### src/rtl/dkong3_sub_dma_if.sv
// dkong3_sub_dma_if -- bus bundle between the sub-CPU/APU side and the DMA block.
//   slave  : the DMA block (takes CPU/DMC/ROM inputs, drives CE/PHI2/RDY/ROM/DMC outputs)
//   master : the surrounding system (CPU, APU, ROM, or a testbench)
// Signals:
//   I_CPU_ADDR[15:0]  sub-CPU address        I_CPU_RNW      CPU read(1)/write(0)
//   I_DMC_REQ         DMC DMA request        I_DMC_ADDR     DMC sample fetch address
//   I_ROM_DATA[7:0]   ROM data (1-clk lat)   O_CPU_CE       one-clock CPU/APU enable
//   O_PHI2            PHI2 phase             O_ODD_OR_EVEN  APU cycle parity
//   O_CPU_RDY         CPU ready (0 = halt)   O_ROM_ADDR     ROM address (CPU or DMA)
//   O_DMC_ACK         DMA byte delivered     O_DMC_DATA     DMA byte to APU
interface dkong3_sub_dma_if;
    logic [15:0] I_CPU_ADDR;
    logic        I_CPU_RNW;
    logic        I_DMC_REQ;
    logic [15:0] I_DMC_ADDR;
    logic [7:0]  I_ROM_DATA;
    logic        O_CPU_CE;
    logic        O_PHI2;
    logic        O_ODD_OR_EVEN;
    logic        O_CPU_RDY;
    logic [15:0] O_ROM_ADDR;
    logic        O_DMC_ACK;
    logic [7:0]  O_DMC_DATA;

    modport slave (
        input  I_CPU_ADDR, I_CPU_RNW, I_DMC_REQ, I_DMC_ADDR, I_ROM_DATA,
        output O_CPU_CE, O_PHI2, O_ODD_OR_EVEN, O_CPU_RDY, O_ROM_ADDR, O_DMC_ACK, O_DMC_DATA
    );

    modport master (
        output I_CPU_ADDR, I_CPU_RNW, I_DMC_REQ, I_DMC_ADDR, I_ROM_DATA,
        input  O_CPU_CE, O_PHI2, O_ODD_OR_EVEN, O_CPU_RDY, O_ROM_ADDR, O_DMC_ACK, O_DMC_DATA
    );
endinterface

### src/rtl/dkong3_sub_dma.sv
// dkong3_sub_dma -- sub-CPU clock enable generator plus APU DMC sample DMA.
// Divides I_SUBCLK by CE_DIV into a one-clock CPU enable, derives PHI2 and the
// APU odd/even cycle parity, and steals 3 or 4 CPU cycles to fetch one DMC
// sample byte from ROM (HALT, DUMMY, optional ALIGN, FETCH).
// Ports:
//   I_SUBCLK  sole clock (rising edge)
//   I_RESET   synchronous active-high reset
//   bus       dkong3_sub_dma_if.slave (CPU/DMC/ROM inputs, CE/PHI2/RDY/ROM/DMC outputs)
module dkong3_sub_dma #(
    parameter int CE_DIV = 12   // I_SUBCLK clocks per CPU cycle, 4..32
) (
    input  logic             I_SUBCLK,
    input  logic             I_RESET,
    dkong3_sub_dma_if.slave  bus
);
    localparam int CW = $clog2(CE_DIV);

    typedef enum logic [2:0] {
        S_IDLE,
        S_HALT,
        S_DUMMY,
        S_ALIGN,
        S_FETCH
    } state_t;

    logic [CW-1:0] div_cnt;
    logic          ce;
    logic          phi2;
    logic          parity;
    state_t        state;
    state_t        state_nxt;
    logic          rdy;
    logic          fetch;
    logic          ack;
    logic [7:0]    dmc_data;

    // ---------------- clock enable / phase ----------------
    assign ce   = (div_cnt == CW'(CE_DIV - 1));
    assign phi2 = (div_cnt >= CW'(CE_DIV / 2));

    always_ff @(posedge I_SUBCLK) begin
        if (I_RESET)
            div_cnt <= '0;
        else if (ce)
            div_cnt <= '0;
        else
            div_cnt <= div_cnt + CW'(1);
    end

    always_ff @(posedge I_SUBCLK) begin
        if (I_RESET)
            parity <= 1'b0;
        else if (ce)
            parity <= ~parity;
    end

    // ---------------- DMA FSM ----------------
    always_ff @(posedge I_SUBCLK) begin
        if (I_RESET)
            state <= S_IDLE;
        else if (ce)
            state <= state_nxt;
    end

    // Only consulted on CE clocks. A dropped request abandons the DMA from any
    // halted state; FETCH always finishes its cycle and returns to IDLE, so a
    // request still high there needs a fresh IDLE CE to start again.
    always_comb begin
        state_nxt = state;
        case (state)
            S_IDLE:  if (bus.I_DMC_REQ && bus.I_CPU_RNW) state_nxt = S_HALT;
            S_HALT:  state_nxt = bus.I_DMC_REQ ? S_DUMMY : S_IDLE;
            S_DUMMY: begin
                if (!bus.I_DMC_REQ)
                    state_nxt = S_IDLE;
                else if (!parity)
                    state_nxt = S_FETCH;
                else
                    state_nxt = S_ALIGN;
            end
            S_ALIGN: state_nxt = bus.I_DMC_REQ ? S_FETCH : S_IDLE;
            S_FETCH: state_nxt = S_IDLE;
            default: state_nxt = S_IDLE;
        endcase
    end

    always_comb begin
        rdy   = (state == S_IDLE);
        fetch = (state == S_FETCH);
        ack   = fetch && ce && bus.I_DMC_REQ;
    end

    // ROM data arrives one clock after the address, so keep capturing for the
    // whole FETCH cycle; the last captured byte is the one acknowledged.
    always_ff @(posedge I_SUBCLK) begin
        if (I_RESET)
            dmc_data <= 8'h00;
        else if (fetch)
            dmc_data <= bus.I_ROM_DATA;
    end

    // ---------------- outputs ----------------
    // Reset is synchronous for state, but outputs are forced to their reset
    // values for every clock I_RESET is high, including the first one.
    assign bus.O_CPU_CE      = ce && !I_RESET;
    assign bus.O_PHI2        = phi2 && !I_RESET;
    assign bus.O_ODD_OR_EVEN = parity && !I_RESET;
    assign bus.O_CPU_RDY     = rdy || I_RESET;
    assign bus.O_DMC_ACK     = ack && !I_RESET;
    assign bus.O_DMC_DATA    = I_RESET ? 8'h00 : dmc_data;
    assign bus.O_ROM_ADDR    = (fetch && !I_RESET) ? bus.I_DMC_ADDR : bus.I_CPU_ADDR;
endmodule

### src/flat_wrapper.sv
// flat-port wrapper written by rule: the top's interface ports become plain ports
module dkong3_sub_dma_flat 
#(
    parameter int CE_DIV = 12                                          
)
  (I_SUBCLK, I_RESET, bus_I_CPU_ADDR, bus_I_CPU_RNW, bus_I_DMC_REQ, bus_I_DMC_ADDR, bus_I_ROM_DATA, bus_O_CPU_CE, bus_O_PHI2, bus_O_ODD_OR_EVEN, bus_O_CPU_RDY, bus_O_ROM_ADDR, bus_O_DMC_ACK, bus_O_DMC_DATA);
  dkong3_sub_dma_if bus_i ();
  input  logic I_SUBCLK;
  input  logic I_RESET;
  input wire logic [$bits(bus_i.I_CPU_ADDR)-1:0] bus_I_CPU_ADDR;
  input wire logic [$bits(bus_i.I_CPU_RNW)-1:0] bus_I_CPU_RNW;
  input wire logic [$bits(bus_i.I_DMC_REQ)-1:0] bus_I_DMC_REQ;
  input wire logic [$bits(bus_i.I_DMC_ADDR)-1:0] bus_I_DMC_ADDR;
  input wire logic [$bits(bus_i.I_ROM_DATA)-1:0] bus_I_ROM_DATA;
  output wire logic [$bits(bus_i.O_CPU_CE)-1:0] bus_O_CPU_CE;
  output wire logic [$bits(bus_i.O_PHI2)-1:0] bus_O_PHI2;
  output wire logic [$bits(bus_i.O_ODD_OR_EVEN)-1:0] bus_O_ODD_OR_EVEN;
  output wire logic [$bits(bus_i.O_CPU_RDY)-1:0] bus_O_CPU_RDY;
  output wire logic [$bits(bus_i.O_ROM_ADDR)-1:0] bus_O_ROM_ADDR;
  output wire logic [$bits(bus_i.O_DMC_ACK)-1:0] bus_O_DMC_ACK;
  output wire logic [$bits(bus_i.O_DMC_DATA)-1:0] bus_O_DMC_DATA;
  assign bus_i.I_CPU_ADDR = bus_I_CPU_ADDR;
  assign bus_i.I_CPU_RNW = bus_I_CPU_RNW;
  assign bus_i.I_DMC_REQ = bus_I_DMC_REQ;
  assign bus_i.I_DMC_ADDR = bus_I_DMC_ADDR;
  assign bus_i.I_ROM_DATA = bus_I_ROM_DATA;
  assign bus_O_CPU_CE = bus_i.O_CPU_CE;
  assign bus_O_PHI2 = bus_i.O_PHI2;
  assign bus_O_ODD_OR_EVEN = bus_i.O_ODD_OR_EVEN;
  assign bus_O_CPU_RDY = bus_i.O_CPU_RDY;
  assign bus_O_ROM_ADDR = bus_i.O_ROM_ADDR;
  assign bus_O_DMC_ACK = bus_i.O_DMC_ACK;
  assign bus_O_DMC_DATA = bus_i.O_DMC_DATA;
  dkong3_sub_dma #(.CE_DIV(CE_DIV)) u_core (.I_SUBCLK(I_SUBCLK), .I_RESET(I_RESET), .bus(bus_i));
endmodule
### config.mk
export PLATFORM = sky130hd
export DESIGN_NAME = dkong3_sub_dma_flat
export DESIGN_NICKNAME = d
export VERILOG_FILES = /design/src/rtl/dkong3_sub_dma_if.sv /design/src/rtl/dkong3_sub_dma.sv /design/src/flat_wrapper.sv
export SDC_FILE = /design/constraint.sdc
export NUM_CORES = 1
export LEC_CHECK = 0
export ABC_AREA = 0
export CORE_MARGIN = 1.5
export CORE_UTILIZATION = 35
export CTS_BUF_LIST = sky130_fd_sc_hd__clkbuf_16
export DETAILED_ROUTE_END_ITERATION = 8
export PLACE_DENSITY = 0.92
export REMOVE_ABC_BUFFERS = 1
export SYNTH_ARGS = -nofsm -noshare
export SYNTH_HDL_FRONTEND = slang
export SYNTH_SLANG_ARGS = --single-unit
### constraint.sdc
create_clock -name I_SUBCLK -period 5.3 [get_ports I_SUBCLK]
set_input_delay 1.59 -clock I_SUBCLK [delete_from_list [all_inputs] [get_ports I_SUBCLK]]
set_output_delay 1.59 -clock I_SUBCLK [all_outputs]
set_load 0.05 [all_outputs]
==> qor.yml <==
pwr:
  p_per_area_mw_per_mm2: 205
  finalPower_w: 0.000359
  p_leak_nw: 0.735
  ir_drop_v: 0.000306
global_route:
  grt_pass1_vias: 939
  track_usage_pct: 19.3
  grt_max_degree: 25
  grt_pass1_wl_mm: 4.68
  overflow: 0
  antenna_found_initial: 0
cts:
  clock_path_buffers: 2
  cts_tree: "yes"
  clk_latency_ps: 250
  ctsResizeCount: 0
  holdBufCountCts: 0
  cts.repair_timing.setup_buffer_count: 0
  cts-root-buf: "clkbuf_16"
  cts.clk_slew.worst_paths_ps: 50
  htreeDepth: 1
  cts.sinks: 16
  numCtsBuffers: 3
logic_synthesis:
  netlist_instances: 97
  ys_seq_area_share_pct: 32.2
  ys_seq_elements: 16
  synthArstFlopShare_pct: 0
  synth-edff-count: 0
  synthFlopType: "dfxtp_1"
  syn-cell-area_sq_um: 993
  synth_cell_types: 31
  postSynthAreaPerCell_sq_um: 10.2
  yosysWarnings: 0
setup_path:
  crit_type: "in2out"
  crit_start: "I_RESET"
  path_cells: "clkdlybuf4s50_1 > nor2_8 > mux2_2 > buf_4"
  critPathArrivalTime_ps: 3120
  rr_worst_depth: 3
  end_kind: "output pin"
  crit_fanout: 24
  cp-endpoint: "bus_O_ROM_ADDR[2]"
  crit_slowest_cell: "clkdlybuf4s50_1"
  r2r-end: "u_core.dmc_data[6]"
  required_ps: 3710
  worstReg2RegStart: "u_core.state[0]"
  cp_num_buf_inv: 2
  path_depth: 4
  start_kind: "input pin"
  cp_top_family: "buffers and inverters"
  r2r_slack_ps: 3580
  slowest_delay_ps: 500
timing:
  fin_setup_tns_ps: 0
  rsz0062_at_grt: "no"
  maxSlewHeadroom_pct: 66.8
  finalSetupViolCount: 0
  fmax_mhz: 212
  hold_viol_final: 0
  period_minus_slack_ps: 4710
  drv_slew: 0
  worst-slew-pin-transition_ps: 498
  clock_skew_ps: 1.75
  final.period_utilization_pct: 88.9
placement:
  port_buffers: 72
  dpl.hpwl_mm: 2.33
  globalplace.congestion: 0.700
final_layout:
  regArea_sq_um: 320
  diodes: 0
  multi_input_area_sq_um: 608
  syn2layout_area_growth_pct: 76.2
  finalNetCount: 215
  fillers: 218
  drive_gt1_share_pct: 30.4
floorplanning:
  pin_count: 73
  die_h_um: 56.3
  core-area_sq_mm: 0.00273
  die_area_sq_mm: 0.00317
  initial_core_util_pct: 36.3
  dieWidth_um: 56.3
  placementRows: 19
detailed_routing:
  vias: 974
  totalWireLength_mm: 3.02
  drt_first_pass_iters: 4
  drt_iter0_markers: 20
  viasPerCell: 4.89
  wl_per_cell_um: 15.2
  drcViolationCount: 0
  final_antenna_net_count: 0
run_status:
  outcome: "finished, final reports clean"
flow_run:
  drv_cap: 0
worst_hold_path:
  hold_path.class: "reg2reg"
## report_power, final
group          internal [W]   total, W  switching (W)
clock network      0.000100   0.000149      0.0000483
registers          0.000122   0.000125     0.00000264
logic             0.0000460  0.0000852      0.0000392
total              0.000269   0.000359      0.0000901
## placed cells by master (no fill, tap or decap), types with 3 or more instances in the layout
cell,instances
o22a_1,7
clkbuf_16,3
dfxtp_1,16
inv_1,3
buf_4,27
nand2_1,5
nor3_1,3
mux2_4,10
nor2b_1,8
a21oi_1,5
mux2_2,5
clkdlybuf4s50_1,43
nor2_1,5
buf_12,3
## cell usage after synthesis (2+ instances only)
cell type | count | area share (%)
dfxtp_1 | 16 | 32
mux2_4 | 10 | 15
nor2b_1 | 8 | 5.0
o22a_1 | 7 | 6.2
a21oi_1 | 5 | 2.5
mux2_2 | 5 | 5.7
nand2_1 | 5 | 1.9
nor2_1 | 5 | 1.9
clkbuf_1 | 3 | 1.1
inv_1 | 3 | 1.1
nor3_1 | 3 | 1.5
and2b_1 | 2 | 1.5
buf_6 | 2 | 2.3
ha_1 | 2 | 2.5
mux2_1 | 2 | 2.3
mux2i_1 | 2 | 2.0
nand4b_1 | 2 | 1.8
o21ai_0 | 2 | 1.0
## kinds of logic (layout without fill, tap and decap cells)
family / count (synthesis) / count (layout) / share of synthesized area, %
DFF: 16 / 16 / 32.2
AOI/OAI and AO/OA: 16 / 16 / 11.2
muxes: 19 / 19 / 25.1
adders and majority gates: 2 / 2 / 2.52
and+or+nand+nor: 35 / 35 / 22.4
buffers and inverters: 9 / 80 / 6.55
## through the flow
stage	std cells	hold slack (ps)	area [sq um]	setup slack [ps]	utilization, %
CTS	199	500	1750	601	64.0
floorplan	91	444	940	1260	-
finish	199	497	1750	590	64.0
detailed placement	195	499	1670	602	61.1
global route	199	520	1750	560	64.0
global placement	195	467	1670	653	61.1
## how the worst min path moves through the flow
stage | from | to | slack [ps] | cells after the start
2_1_floorplan | u_core.parity | u_core.parity | 440 | 2
3_3_place_gp | u_core.parity | u_core.parity | 470 | 2
3_5_place_dp | u_core.parity | u_core.parity | 500 | 2
4_1_cts | u_core.parity | u_core.parity | 500 | 2
5_1_grt | u_core.parity | u_core.parity | 520 | 2
6_report | u_core.parity | u_core.parity | 500 | 2
## sequential cells by signal, summed over array words and instances (netlist names)
| signal | count |
|---|---|
| u_core.dmc_data | 8 |
| u_core.div_cnt | 4 |
| u_core.parity | 1 |
| u_core.state | 3 |
## metal layers
| layer | track usage [%] | wire [um] | part of all wire, % |
|---|---|---|---|
| met5 | 0 | 0 | 0 |
| met2 | 35.3 | 1670 | 55 |
| met4 | 6.46 | 51 | 1.7 |
| met1 | 21.6 | 1160 | 38 |
| met3 | 5.07 | 140 | 4.6 |
## worst min-delay path, stage by stage (launching register included)
cell	delay (ps)
dfxtp_1	330
nand2_1	60
a21oi_1	50
## area by class of cell
type | instances | share of cell area, %
well taps | 31 | 2.22
multi-input cells | 72 | 34.7
clock inverters | 1 | 0.214
inverters | 3 | 0.643
clock buffers | 3 | 4.29
repair buffers | 73 | 39.6
flip-flops and latches | 16 | 18.3
No activity file was read; power rests on OpenSTA's default activity.
